### config.mk
export PLATFORM = sky130hd
export DESIGN_NAME = seg_scan_rx
export DESIGN_NICKNAME = d
export VERILOG_FILES = /design/src/rtl/seg_pkg.sv /design/src/rtl/seg7_decode.sv /design/src/rtl/seg_scan_rx.sv
export SDC_FILE = /design/constraint.sdc
export NUM_CORES = 1
export LEC_CHECK = 0
export ABC_AREA = 1
export CAP_MARGIN = 25
export CORE_UTILIZATION = 57
export CTS_BUF_LIST = sky130_fd_sc_hd__clkbuf_8 sky130_fd_sc_hd__clkbuf_16
export DETAILED_ROUTE_END_ITERATION = 10
export PLACE_DENSITY = 0.78
export SETUP_SLACK_MARGIN = 0.3
export SLEW_MARGIN = 40
export SYNTH_ARGS = -nofsm -noshare
export SYNTH_HDL_FRONTEND = slang
export SYNTH_SLANG_ARGS = --single-unit
### constraint.sdc
create_clock -name clk -period 2.7 [get_ports clk]
set_clock_uncertainty 0.15 [all_clocks]
set_input_delay 0.27 -clock clk [delete_from_list [all_inputs] [get_ports clk]]
set_output_delay 0.27 -clock clk [all_outputs]
set_load 0.01 [all_outputs]
### src/rtl/seg_pkg.sv
// Shared definitions for the seven-segment receive path.
// Contents: segment bit indices, the 16 hex glyph patterns (seg[6:0], active-high)
// and the receiver's stability-tracking FSM state type.
package seg_pkg;

    // Segment bit positions within the {dp,g,f,e,d,c,b,a} bus.
    localparam int unsigned SEG_A  = 0;
    localparam int unsigned SEG_B  = 1;
    localparam int unsigned SEG_C  = 2;
    localparam int unsigned SEG_D  = 3;
    localparam int unsigned SEG_E  = 4;
    localparam int unsigned SEG_F  = 5;
    localparam int unsigned SEG_G  = 6;
    localparam int unsigned SEG_DP = 7;

    // Hex glyphs, {g,f,e,d,c,b,a}.
    localparam logic [6:0] GLYPH_0 = 7'h3F;
    localparam logic [6:0] GLYPH_1 = 7'h06;
    localparam logic [6:0] GLYPH_2 = 7'h5B;
    localparam logic [6:0] GLYPH_3 = 7'h4F;
    localparam logic [6:0] GLYPH_4 = 7'h66;
    localparam logic [6:0] GLYPH_5 = 7'h6D;
    localparam logic [6:0] GLYPH_6 = 7'h7D;
    localparam logic [6:0] GLYPH_7 = 7'h07;
    localparam logic [6:0] GLYPH_8 = 7'h7F;
    localparam logic [6:0] GLYPH_9 = 7'h6F;
    localparam logic [6:0] GLYPH_A = 7'h77;
    localparam logic [6:0] GLYPH_B = 7'h7C;
    localparam logic [6:0] GLYPH_C = 7'h39;
    localparam logic [6:0] GLYPH_D = 7'h5E;
    localparam logic [6:0] GLYPH_E = 7'h79;
    localparam logic [6:0] GLYPH_F = 7'h71;

    typedef enum logic [1:0] {
        IDLE  = 2'd0,
        TRACK = 2'd1,
        HELD  = 2'd2
    } seg_rx_state_t;

endpackage

### src/rtl/seg7_decode.sv
// Seven-segment glyph decoder (combinational).
// Ports:
//   seg   in  7  segment pattern {g,f,e,d,c,b,a}, active-high
//   valid out 1  pattern is one of the 16 hex glyphs
//   hex   out 4  decoded nibble (0 when not valid)
module seg7_decode
    import seg_pkg::*;
(
    input  logic [6:0] seg,
    output logic       valid,
    output logic [3:0] hex
);

    always_comb begin
        valid = 1'b1;
        hex   = 4'h0;
        case (seg)
            GLYPH_0: hex = 4'h0;
            GLYPH_1: hex = 4'h1;
            GLYPH_2: hex = 4'h2;
            GLYPH_3: hex = 4'h3;
            GLYPH_4: hex = 4'h4;
            GLYPH_5: hex = 4'h5;
            GLYPH_6: hex = 4'h6;
            GLYPH_7: hex = 4'h7;
            GLYPH_8: hex = 4'h8;
            GLYPH_9: hex = 4'h9;
            GLYPH_A: hex = 4'hA;
            GLYPH_B: hex = 4'hB;
            GLYPH_C: hex = 4'hC;
            GLYPH_D: hex = 4'hD;
            GLYPH_E: hex = 4'hE;
            GLYPH_F: hex = 4'hF;
            // Blank and every other pattern are not hex glyphs.
            default: valid = 1'b0;
        endcase
    end

endmodule

### src/rtl/seg_scan_rx.sv
// Receive side of the 4-digit multiplexed seven-segment bus.
// Qualifies each sampled {pos,seg} for STABLE_CNT identical samples, decodes
// the glyph and assembles a 4-digit frame; flags bad pos and a frame timeout.
// Ports:
//   clk, rst_n        clock, async active-low reset
//   sample_en         bus is only sampled when high
//   pos[3:0]          one-hot digit select, pos[0] = rightmost
//   seg[7:0]          {dp,g,f,e,d,c,b,a}
//   digits[15:0]      captured nibbles, digits[4i+3:4i] <-> pos[i]
//   dp[3:0]           captured decimal points
//   digit_err[3:0]    last capture of digit i was not a hex glyph
//   pos_err           pulse: sampled pos was multi-hot
//   frame_valid       pulse: all four digits captured
//   timeout           pulse: TIMEOUT cycles without a frame
module seg_scan_rx
    import seg_pkg::*;
#(
    parameter int unsigned STABLE_CNT = 4,
    parameter int unsigned TIMEOUT    = 1000000
) (
    input  logic        clk,
    input  logic        rst_n,
    input  logic        sample_en,
    input  logic [3:0]  pos,
    input  logic [7:0]  seg,
    output logic [15:0] digits,
    output logic [3:0]  dp,
    output logic [3:0]  digit_err,
    output logic        pos_err,
    output logic        frame_valid,
    output logic        timeout
);

    localparam int unsigned TW = (TIMEOUT > 2) ? $clog2(TIMEOUT) : 1;

    seg_rx_state_t state, state_next;
    logic [3:0]    cand_pos, cand_pos_next;
    logic [7:0]    cand_seg, cand_seg_next;
    logic [7:0]    count, count_next;
    logic          capture;
    logic [3:0]    seen, seen_or, cap_mask;
    logic [TW-1:0] tcnt;
    logic          frame_done, tmo_hit;
    logic          pos_zero, pos_multi, same;
    logic          glyph_valid;
    logic [3:0]    glyph_hex;

    assign pos_zero  = (pos == 4'b0000);
    assign pos_multi = ((pos & (pos - 4'd1)) != 4'b0000);
    assign same      = (pos == cand_pos) && (seg == cand_seg);

    seg7_decode u_decode (
        .seg   (seg[6:0]),
        .valid (glyph_valid),
        .hex   (glyph_hex)
    );

    // State register.
    always_ff @(posedge clk or negedge rst_n) begin
        if (!rst_n) begin
            state    <= IDLE;
            cand_pos <= 4'b0000;
            cand_seg <= 8'h00;
            count    <= 8'd0;
        end else begin
            state    <= state_next;
            cand_pos <= cand_pos_next;
            cand_seg <= cand_seg_next;
            count    <= count_next;
        end
    end

    // Next-state logic; everything holds when the bus is not sampled.
    always_comb begin
        state_next    = state;
        cand_pos_next = cand_pos;
        cand_seg_next = cand_seg;
        count_next    = count;
        if (sample_en) begin
            if (pos_zero || pos_multi) begin
                state_next = IDLE;
                count_next = 8'd0;
            end else begin
                unique case (state)
                    IDLE: begin
                        cand_pos_next = pos;
                        cand_seg_next = seg;
                        count_next    = 8'd1;
                        state_next    = TRACK;
                    end
                    TRACK: begin
                        if (same) begin
                            count_next = count + 8'd1;
                            if (count_next == 8'(STABLE_CNT)) state_next = HELD;
                        end else begin
                            cand_pos_next = pos;
                            cand_seg_next = seg;
                            count_next    = 8'd1;
                        end
                    end
                    HELD: begin
                        if (!same) begin
                            cand_pos_next = pos;
                            cand_seg_next = seg;
                            count_next    = 8'd1;
                            state_next    = TRACK;
                        end
                    end
                    default: state_next = IDLE;
                endcase
            end
        end
    end

    // Output decode: capture fires on the sample that completes the stable run.
    always_comb begin
        capture = sample_en && !pos_zero && !pos_multi && (state == TRACK) && same &&
                  ((count + 8'd1) == 8'(STABLE_CNT));
        cap_mask = capture ? pos : 4'b0000;
    end

    assign seen_or    = seen | cap_mask;
    assign frame_done = (seen_or == 4'hF);
    assign tmo_hit    = (tcnt == TW'(TIMEOUT - 1));

    always_ff @(posedge clk or negedge rst_n) begin
        if (!rst_n) begin
            digits      <= 16'h0000;
            dp          <= 4'b0000;
            digit_err   <= 4'b0000;
            pos_err     <= 1'b0;
            frame_valid <= 1'b0;
            timeout     <= 1'b0;
            seen        <= 4'b0000;
            tcnt        <= '0;
        end else begin
            pos_err     <= sample_en && pos_multi;
            frame_valid <= frame_done;
            // A completing frame suppresses a coincident timeout.
            timeout     <= tmo_hit && !frame_done;
            if (frame_done || tmo_hit) begin
                seen <= 4'b0000;
                tcnt <= '0;
            end else begin
                seen <= seen_or;
                tcnt <= tcnt + TW'(1);
            end
            for (int i = 0; i < 4; i++) begin
                if (cap_mask[i]) begin
                    dp[i] <= seg[7];
                    if (glyph_valid) begin
                        digits[4*i +: 4] <= glyph_hex;
                        digit_err[i]     <= 1'b0;
                    end else begin
                        digit_err[i]     <= 1'b1;
                    end
                end
            end
        end
    end

endmodule
==> results of run 1 <==
-- routing by layer --
layer	vias up	GRT usage [%]
met3	8	6.64
met4	0	6.52
li1	1677	-
met2	88	39.1
met1	1513	31.6
met5	-	0
-- worst paths after layout --
check | from | to | slack (ns)
worst min register to register | digits[4] | digits[4] | 0.35
max in group asynchronous | rst_n | tcnt[3] | 1.61
worst min-delay path | rst_n | tcnt[15] | 0.18
min in group clk | digits[4] | digits[4] | 0.35
worst max register to register | count[0] | digits[3] | 0.45
worst max-delay path | count[0] | digits[3] | 0.45
-- state kept, by name, indices dropped and copies added, names as in the netlist --
register / flops
dp: 4
seen: 4
digits: 16
digit_err: 4
state: 2
cand_pos: 4
pos_err: 1
cand_seg: 8
count: 8
timeout: 1
tcnt: 20
frame_valid: 1
-- area by class of cell --
cell class | count | share of cell area (%)
multi-input combinational | 336 | 38.9
sequential | 73 | 38.3
timing repair buffer | 57 | 11.7
inverter | 62 | 4.87
clock buffer | 9 | 2.59
tap | 80 | 2.10
clock inverter | 7 | 1.65
-- synth_stat cells --
| library cell | number |
|---|---|
| nand2_1 | 122 |
| dfrtp_1 | 73 |
| inv_1 | 57 |
| o21ai_0 | 53 |
| nor2_1 | 28 |
| nand3_1 | 25 |
| nor3_2 | 19 |
| nor3_1 | 18 |
| nand4_1 | 16 |
| xor2_1 | 15 |
| ha_1 | 7 |
| xnor2_1 | 7 |
| nand2_2 | 6 |
| inv_2 | 5 |
| clkbuf_1 | 3 |
| nor4_1 | 3 |
| and3_1 | 2 |
| buf_12 | 2 |
| nand2_4 | 2 |
| nand3_2 | 2 |
| nor2_2 | 2 |
| a31o_2 | 1 |
| buf_2 | 1 |
| buf_6 | 1 |
| dlymetal6s2s_1 | 1 |
| mux2_2 | 1 |
| nor2_4 | 1 |
| nor2_8 | 1 |
| nor4_4 | 1 |
| o21a_1 | 1 |
| o21ai_2 | 1 |
| o21bai_1 | 1 |
| o22ai_1 | 1 |
-- worst max-delay path: cells and delay by family (launching register included) --
kind | cells | cell delay, ns
AOI/OAI and AO/OA | 2 | 0.20
adders and majority gates | 1 | 0.25
buffers and inverters | 2 | 0.24
DFF | 1 | 0.41
and+or+nand+nor | 7 | 0.87
-- timing repair --
| action | CTS | global route |
|---|---|---|
| setup buffers | 0 | 1 |
| hold endpoints to repair | 11 | 0 |
| hold buffers | 1 | 0 |
| gates resized for setup | 0 | 6 |
| endpoints found under the setup margin | 0 | 38 |
-- power by group --
| part | switching [mW] | internal, mW |
|---|---|---|
| Clock | 0.442 | 0.434 |
| Sequential | 0.0347 | 1.14 |
| Combinational | 0.142 | 0.0963 |
| Total | 0.619 | 1.67 |
-- cells by family after synthesis --
group | Yosys count | share of synthesized area, %
adder cells (fa/ha/maj) | 7 | 2.20
AO/OA/AOI/OAI | 58 | 7.64
AND/OR/NAND/NOR | 248 | 31.3
buffers and inverters | 70 | 7.86
XOR/XNOR | 22 | 4.84
flip-flops | 73 | 45.9
multiplexers | 1 | 0.283
-- per-stage QoR --
step                total power, mW  setup WS, ns  cell area [um^2]
floorplan                      1.33         0.570              3980
global placement               1.42        0.0993              4540
detailed placement             1.43        0.0342              4540
CTS                            2.31         0.359              4750
global route                   2.39         0.272              4770
finish                         2.29         0.447              4770
==> results.sh, run 1 <==
export IMPL_outcome="completed"
export IMPL_ctsLongestPathBuffers=2
export IMPL_top_layer="met4"
export IMPL_worst_slew_pin_slew_ns=0.425
export IMPL_fin_crit_sh_pct=83.4
export IMPL_drv_cap=0
export IMPL_synth_top_cell_area_share_pct=45.9
export IMPL_final_cells=624
export IMPL_yosys_warnings=0
export IMPL_grt_pass1_wl_um=13900
export IMPL_fmax_mhz=444
export IMPL_finalSetupTns_ns=0
export IMPL_wl_per_cell_um=13.0
export IMPL_final_common_cell="nand2_1"
export IMPL_min_period_ns=2.25
export IMPL_wirelength_um=8130
export IMPL_antenna_left=0
export IMPL_clock_sinks=73
export IMPL_end_kind="register"
export IMPL_final_cell_mix="121 x nand2_1, 73 x dfrtp_1, 57 x inv_1, 52 x o21ai_0, 40 x clkdlybuf4s50_1"
export IMPL_multi_input_comb_area_um2=1860
export IMPL_gp_routability_congestion=0.926
export IMPL_yosysTopAreaCell="dfrtp_1"
export IMPL_drive_above_1_share_pct=14.3
export IMPL_die_area_um2=7320
export IMPL_holdWs_ns=0.184
export IMPL_drtIter0Drc=167
export IMPL_synth_area_top_cells="dfrtp_1 46%, nand2_1 12%, o21ai_0 6.7%"
export IMPL_peakVddDrop_v=0.000339
export IMPL_fin_util_pct=70.7
export IMPL_critPathRequiredTime_ns=2.77
export IMPL_fill_cells=556
export IMPL_power_leakage_nw=2.26
export IMPL_antenna_found_initial=0
export IMPL_yosysSeqAreaShare_pct=45.9
export IMPL_io_buffers=41
export IMPL_clkSlewWorstSetupHoldPaths_ns=0.08
export IMPL_placedCellCount=606
export IMPL_rsz0062_at_grt="true"
export IMPL_dr_pass1_iters=4
export IMPL_cp_start_kind="register"
export IMPL_die_w_um=85.6
export IMPL_syn_mean_instance_area_um2=8.31
export IMPL_powerDensity_nw_per_um2=479
export IMPL_area_delta_synth_final_pct=20.0
export IMPL_htree_levels=3
export IMPL_critPathArrivalTime_ns=2.32
export IMPL_timing_critical_path_mode_cell="nand2_1"
export IMPL_synth_cell_types=33
export IMPL_cpPeakStageDelay_ns=0.41
export IMPL_nets=561
export IMPL_grt_max_degree=63
export IMPL_seqCellArea_um2=1830
export IMPL_via_per_inst=5.27
export IMPL_syn_area_um2=3980
export IMPL_start_util_pct=58.9
export IMPL_slew_viol_final=0
export IMPL_clock_latency_ns=0.35
export IMPL_grt_overflow_total=0
export IMPL_cts_inserted_buffers=9
export IMPL_grt_total_usage_pct=24.0
export IMPL_tritoncts="built"
export IMPL_dr_wl_met2_um=3850
export IMPL_cp_slowest_cell="dfrtp_1"
export IMPL_wl_met1_um=3790
export IMPL_ys_ff_latch=73
export IMPL_wl_met3_um=396
export IMPL_row_count=30
export IMPL_setup_violations=0
export IMPL_syn_nets=501
export IMPL_relSlewSlack_pct=71.4
export IMPL_hpwl_um=5880
export IMPL_grt_pass1_vias=3140
export IMPL_critical_path_class="reg2reg"
export IMPL_cts_root_buf="clkbuf_8"
export IMPL_cp_cell_sequence="ha_1 -> nand2_1 -> o21ai_0 -> nand2_1 -> nand3_2 -> nor2_4 -> nand3_1 -> buf_4 -> inv_1 -> nand2_1 -> nand2_1 -> o21ai_0"
export IMPL_final_hold_viol_count=0
export IMPL_worstHoldPathType="in2async"
export IMPL_drc=0
export IMPL_pin_count=42
export IMPL_coreArea_um2=6760
export IMPL_fp_dieH_um=85.6
export IMPL_rr_worst_depth=12
export IMPL_crit_fanout=8
export IMPL_antenna_cells=0
export IMPL_synth_cells=479
export IMPL_via_count=3286
No activity file was read; power rests on OpenSTA's default activity.
==> run 2, diff against run 1 <==
CORE_UTILIZATION = 51   (was 57)
PLACE_DENSITY = 0.74   (was 0.78)
clock period = 1.9 ns   (was 2.7 ns; I/O delays follow)
==> results.sh, run 2 (synthesized netlist as in run 1, its figures left out) <==
export IMPL_largest_reg_flops=20
export IMPL_end_kind="register"
export IMPL_largestRegisters="tcnt (20), digits (16)"
export IMPL_coreArea_um2=7410
export IMPL_cp_depth=13
export IMPL_nets=663
export IMPL_drtIter0Drc=254
export IMPL_violations="setup timing"
export IMPL_power_leakage_nw=3.22
export IMPL_cts_inserted_buffers=9
export IMPL_hpwl_um=6810
export IMPL_ctsLongestPathBuffers=2
export IMPL_worstHoldPathType="in2reg"
export IMPL_dr_pass1_iters=5
export IMPL_outcome="finished, violations left"
export IMPL_io_buffers=41
export IMPL_gp_routability_congestion=0.925
export IMPL_cp_cell_sequence="ha_4 -> nand2_4 -> nor2_4 -> nand2_2 -> nand2_1 -> nand3_2 -> nor2_4 -> nand3_2 -> nand2_2 -> nand2_4 -> nor2_8 -> buf_12 -> nor3_1"
export IMPL_cpPeakStageDelay_ns=0.42
export IMPL_tritoncts="built"
export IMPL_wirelength_um=13000
export IMPL_powerDensity_nw_per_um2=565
export IMPL_antenna_found_initial=0
export IMPL_min_period_ns=2.26
export IMPL_clock_sinks=73
export IMPL_fmax_mhz=442
export IMPL_fp_dieH_um=90.3
export IMPL_row_count=31
export IMPL_crit_fanout=13
export IMPL_cp_slowest_cell="dfrtp_1"
export IMPL_critPathArrivalTime_ns=2.34
export IMPL_start_util_pct=53.7
export IMPL_wl_per_cell_um=17.4
export IMPL_grt_pass1_wl_um=17900
export IMPL_peakVddDrop_v=0.000340
export IMPL_antenna_left=0
export IMPL_setup_worst_path_start="count[1]"
export IMPL_worst_slew_pin_slew_ns=0.731
export IMPL_worst_path_buf_inv=1
export IMPL_die_area_um2=8160
export IMPL_fin_util_pct=83.5
export IMPL_antenna_cells=0
export IMPL_regMostFlops="tcnt"
export IMPL_r2r_start="count[1]"
export IMPL_holdWs_ns=0.0682
export IMPL_multi_input_comb_area_um2=2330
export IMPL_relSlewSlack_pct=50.9
export IMPL_slew_viol_final=0
export IMPL_crit_family="simple AND/OR/NAND/NOR gates"
export IMPL_cp_start_kind="register"
export IMPL_drv_cap=0
export IMPL_worst_slack_ns=-0.361
export IMPL_setup_violations=68
export IMPL_via_per_inst=5.61
export IMPL_rr_worst_depth=13
export IMPL_grt_overflow_total=0
export IMPL_pre_cts_ws_ns=-0.506
export IMPL_final_cell_mix="87 x buf_4, 83 x nand2_1, 72 x dfrtp_1, 50 x inv_1, 32 x nand2_2"
export IMPL_grt_pass1_vias=3845
export IMPL_rsz0062_at_grt="true"
export IMPL_drc=0
export IMPL_clock_latency_ns=0.35
export IMPL_rrSetupSlack_ns=-0.36
export IMPL_clkSlewWorstSetupHoldPaths_ns=0.10
export IMPL_final_hold_viol_count=0
export IMPL_final_common_cell="buf_4"
export IMPL_grt_total_usage_pct=27.5
export IMPL_fill_cells=373
export IMPL_pin_count=42
export IMPL_drive_above_1_share_pct=42.6
export IMPL_critical_path_class="reg2reg"
export IMPL_critPathRequiredTime_ns=1.98
export IMPL_htree_levels=3
export IMPL_crit_end="tcnt[19]"
export IMPL_grt_max_degree=74
export IMPL_via_count=4181
export IMPL_seqCellArea_um2=1830
export IMPL_die_w_um=90.3
export IMPL_fin_crit_sh_pct=119
export IMPL_area_delta_synth_final_pct=55.4
export IMPL_rr_endpoint="tcnt[19]"
export IMPL_cts_root_buf="clkbuf_8"
run 2: cell types whose count changed in the layout (fill, tap and decap cells not counted), moves of 20 or more:
cell             before  now
buf_4                12   87
nand2_2               7   32
clkdlybuf4s50_1      40    4
buf_6                 1   25
o21ai_0              52   13
o21ai_2               1   21
nand2_1             121   83
dlygate4sd2_1         0   23
run 2: what timing repair did:
item                       CTS  global route
pin swaps                   16            14
buffers inserted            16            15
hold buffers                 1             0
gates resized for setup     93           131
cloned                       3             0
setup endpoints to repair   88            81
hold endpoints to repair    73             0
run 2: worst min path at each step:
stage | startpoint | endpoint | slack, ns | depth (start not counted)
floorplan | rst_n | cand_pos[0] | -0.26 | 0
global placement | rst_n | cand_seg[0] | 0.09 | 2
detailed placement | rst_n | cand_seg[0] | 0.1 | 2
CTS | seg[6] | cand_seg[6] | 0.14 | 3
global route | pos[1] | cand_pos[1] | 0.08 | 3
finish | pos[1] | cand_pos[1] | 0.07 | 3
run 2: report_power, final:
group | leakage [nW] | switching (mW) | internal, mW
clock network | 0.0848 | 0.676 | 0.497
registers | 0.981 | 0.0610 | 1.61
logic | 2.15 | 0.347 | 0.298
total | 3.22 | 1.08 | 2.41
run 2: final cells by class:
class | instances | area share (%)
clock buffer | 9 | 2.00
clock inverter | 7 | 0.971
inverter | 62 | 4.29
multi-input combinational | 336 | 37.7
sequential | 73 | 29.6
tap | 99 | 2.00
timing repair buffer | 159 | 23.4
run 2: worst reg2reg max path, stage by stage (launching register included):
cell and delay [ns]:
dfrtp_1 0.42, ha_4 0.18, nand2_4 0.07, nor2_4 0.11, nand2_2 0.06, nand2_1 0.09, nand3_2 0.09, nor2_4 0.22
nand3_2 0.14, nand2_2 0.15, nand2_4 0.10, nor2_8 0.14, buf_12 0.17, nor3_1 0.06
run 2: stage by stage:
stage | power (mW) | area, um^2 | setup TNS (ns) | std cells
global placement | 2.11 | 5150 | -23.43 | 694
finish | 3.49 | 6180 | -14.39 | 745
floorplan | 1.90 | 4040 | -3.27 | 479
detailed placement | 2.13 | 5150 | -27.85 | 694
CTS | 3.32 | 5640 | -6.01 | 730
global route | 3.60 | 6180 | -21.28 | 745
run 2: layer usage:
metal | vias up | share of wire, % | GRT usage (%) | routed length [um]
met2 | 209 | 51 | 49.5 | 6590
met4 | 0 | 5.3 | 11.7 | 685
met1 | 2029 | 38 | 32.6 | 4970
met3 | 59 | 5.7 | 4.21 | 736
li1 | 1884 | - | - | -
met5 | - | 0 | 0 | 0
==> run 3, diff against run 2 <==
CORE_UTILIZATION = 53   (was 51)
CTS_BUF_LIST = sky130_fd_sc_hd__clkbuf_4 sky130_fd_sc_hd__clkbuf_8   (was sky130_fd_sc_hd__clkbuf_8 sky130_fd_sc_hd__clkbuf_16)
PLACE_DENSITY = 0.76   (was 0.74)
==> results.sh, run 3 (synthesized netlist as in run 1, its figures left out) <==
export IMPL_hpwl_um=7170
export IMPL_power_leakage_nw=2.99
export IMPL_drtIter0Drc=359
export IMPL_cp_start_kind="input port"
export IMPL_grt_pass1_vias=3910
export IMPL_antenna_found_initial=0
export IMPL_finalSetupTns_ns=-18.99
export IMPL_worstHoldPathType="in2async"
export IMPL_wl_per_cell_um=16.9
export IMPL_final_common_cell="nand2_1"
export IMPL_row_count=31
export IMPL_coreArea_um2=7250
export IMPL_clock_sinks=73
export IMPL_grt_pass1_wl_um=17900
export IMPL_cts_root_buf="clkbuf_8"
export IMPL_crit_fanout=13
export IMPL_drc=0
export IMPL_start_util_pct=54.9
export IMPL_tritoncts="built"
export IMPL_via_per_inst=5.58
export IMPL_fill_cells=412
export IMPL_ctsLongestPathBuffers=2
export IMPL_dr_wl_met2_um=6410
export IMPL_wl_met3_um=656
export IMPL_via_count=4094
export IMPL_dr_pass1_iters=7
export IMPL_relSlewSlack_pct=63.3
export IMPL_drv_cap=0
export IMPL_wl_met1_um=4900
export IMPL_grt_max_degree=23
export IMPL_antenna_cells=0
export IMPL_largest_reg_flops=20
export IMPL_final_hold_viol_count=0
export IMPL_worst_slew_pin_slew_ns=0.551
export IMPL_power_total_mw=3.52
export IMPL_gp_routability_congestion=0.841
export IMPL_rr_worst_depth=13
export IMPL_min_period_ns=2.24
export IMPL_pin_count=42
export IMPL_end_kind="register"
export IMPL_r2r_start="cand_seg[5]"
export IMPL_clock_latency_ns=0.37
export IMPL_rr_endpoint="count[5]"
export IMPL_largestRegisters="tcnt (20), digits (16)"
export IMPL_grt_overflow_total=0
export IMPL_final_cell_mix="89 x nand2_1, 83 x buf_4, 72 x dfrtp_1, 49 x inv_1, 30 x nand2_2"
export IMPL_fmax_mhz=445
export IMPL_top_layer="met4"
export IMPL_clkSlewWorstSetupHoldPaths_ns=0.09
export IMPL_die_area_um2=7860
export IMPL_die_w_um=88.7
export IMPL_critPathArrivalTime_ns=2.35
export IMPL_violations="setup timing"
export IMPL_grt_total_usage_pct=30.3
export IMPL_wirelength_um=12400
export IMPL_worst_slack_ns=-0.345
export IMPL_placedCellCount=695
export IMPL_final_cells=734
export IMPL_peakVddDrop_v=0.000392
export IMPL_rsz0062_at_grt="true"
export IMPL_nets=652
export IMPL_fp_dieH_um=88.7
export IMPL_setup_violations=72
export IMPL_outcome="finished, violations left"
export IMPL_critical_path_class="in2reg"
export IMPL_rrSetupSlack_ns=-0.34
export IMPL_htree_levels=3
export IMPL_io_buffers=41
export IMPL_powerDensity_nw_per_um2=597
export IMPL_critPathRequiredTime_ns=2.00
export IMPL_cts_inserted_buffers=9
export IMPL_area_delta_synth_final_pct=48.3
export IMPL_drive_above_1_share_pct=37.2
export IMPL_slew_viol_final=0
export IMPL_antenna_left=0
export IMPL_fin_crit_sh_pct=118
export IMPL_regMostFlops="tcnt"
[run 3: where the power goes]
group,internal [mW],switching (mW),total [mW]
clock network,0.498,0.683,1.18
logic,0.310,0.358,0.668
registers,1.61,0.0593,1.67
[run 3: area by class of cell]
cell class / count / area, um^2 / area share [%]
tap: 99 / 124 / 2.10
clock inverter: 7 / 61.3 / 1.04
sequential: 73 / 1830 / 31.0
timing repair buffer: 148 / 1360 / 23.0
inverter: 62 / 250 / 4.24
multi-input combinational: 336 / 2160 / 36.6
clock buffer: 9 / 124 / 2.10
[run 3: critical path: stages]
cell,delay [ns]
clkdlybuf4s50_1,0.52
nor2_1,0.19
o21ai_0,0.13
nand2_1,0.15
nand4_1,0.17
nor2_4,0.26
nand3_4,0.12
nand2_2,0.13
nand2_4,0.08
nor2_8,0.16
buf_12,0.17
nor3_1,0.06
[run 3: metal layers]
metal / track usage (%) / vias up
li1: - / 1866
met1: 35.7 / 1979
met2: 54.8 / 194
met3: 5.69 / 55
met4: 10.9 / 0
met5: 0 / -
[run 3: worst max path at each step]
| stage | end | startpoint | slack [ns] |
|---|---|---|---|
| after global routing | tcnt[19] | pos[1] | -0.56 |
| final | tcnt[19] | pos[1] | -0.34 |
| after detailed placement | tcnt[19] | seg[3] | -0.52 |
| after CTS | tcnt[1] | count[0] | -0.24 |
| after global placement | tcnt[19] | pos[2] | -0.43 |
| after floorplan | tcnt[2] | count[0] | -0.17 |
[run 3: metrics by stage]
stage	instance area, um^2	utilization (%)	hold slack (ns)	setup slack, ns
finish	5900	81.4	0.172	-0.345
floorplan	4040	-	-0.256	-0.168
global route	5900	81.4	0.228	-0.559
CTS	5710	78.8	0.171	-0.235
detailed placement	5150	71.0	0.0322	-0.522
global placement	5150	71.0	0.0280	-0.426
[run 3: what timing repair did]
item,CTS,global route
gates resized for setup,112,53
cloned,3,0
endpoints found under the hold margin,18,0
hold buffers,1,0
pin swaps,12,13
buffers inserted,13,6
setup endpoints to repair,96,74
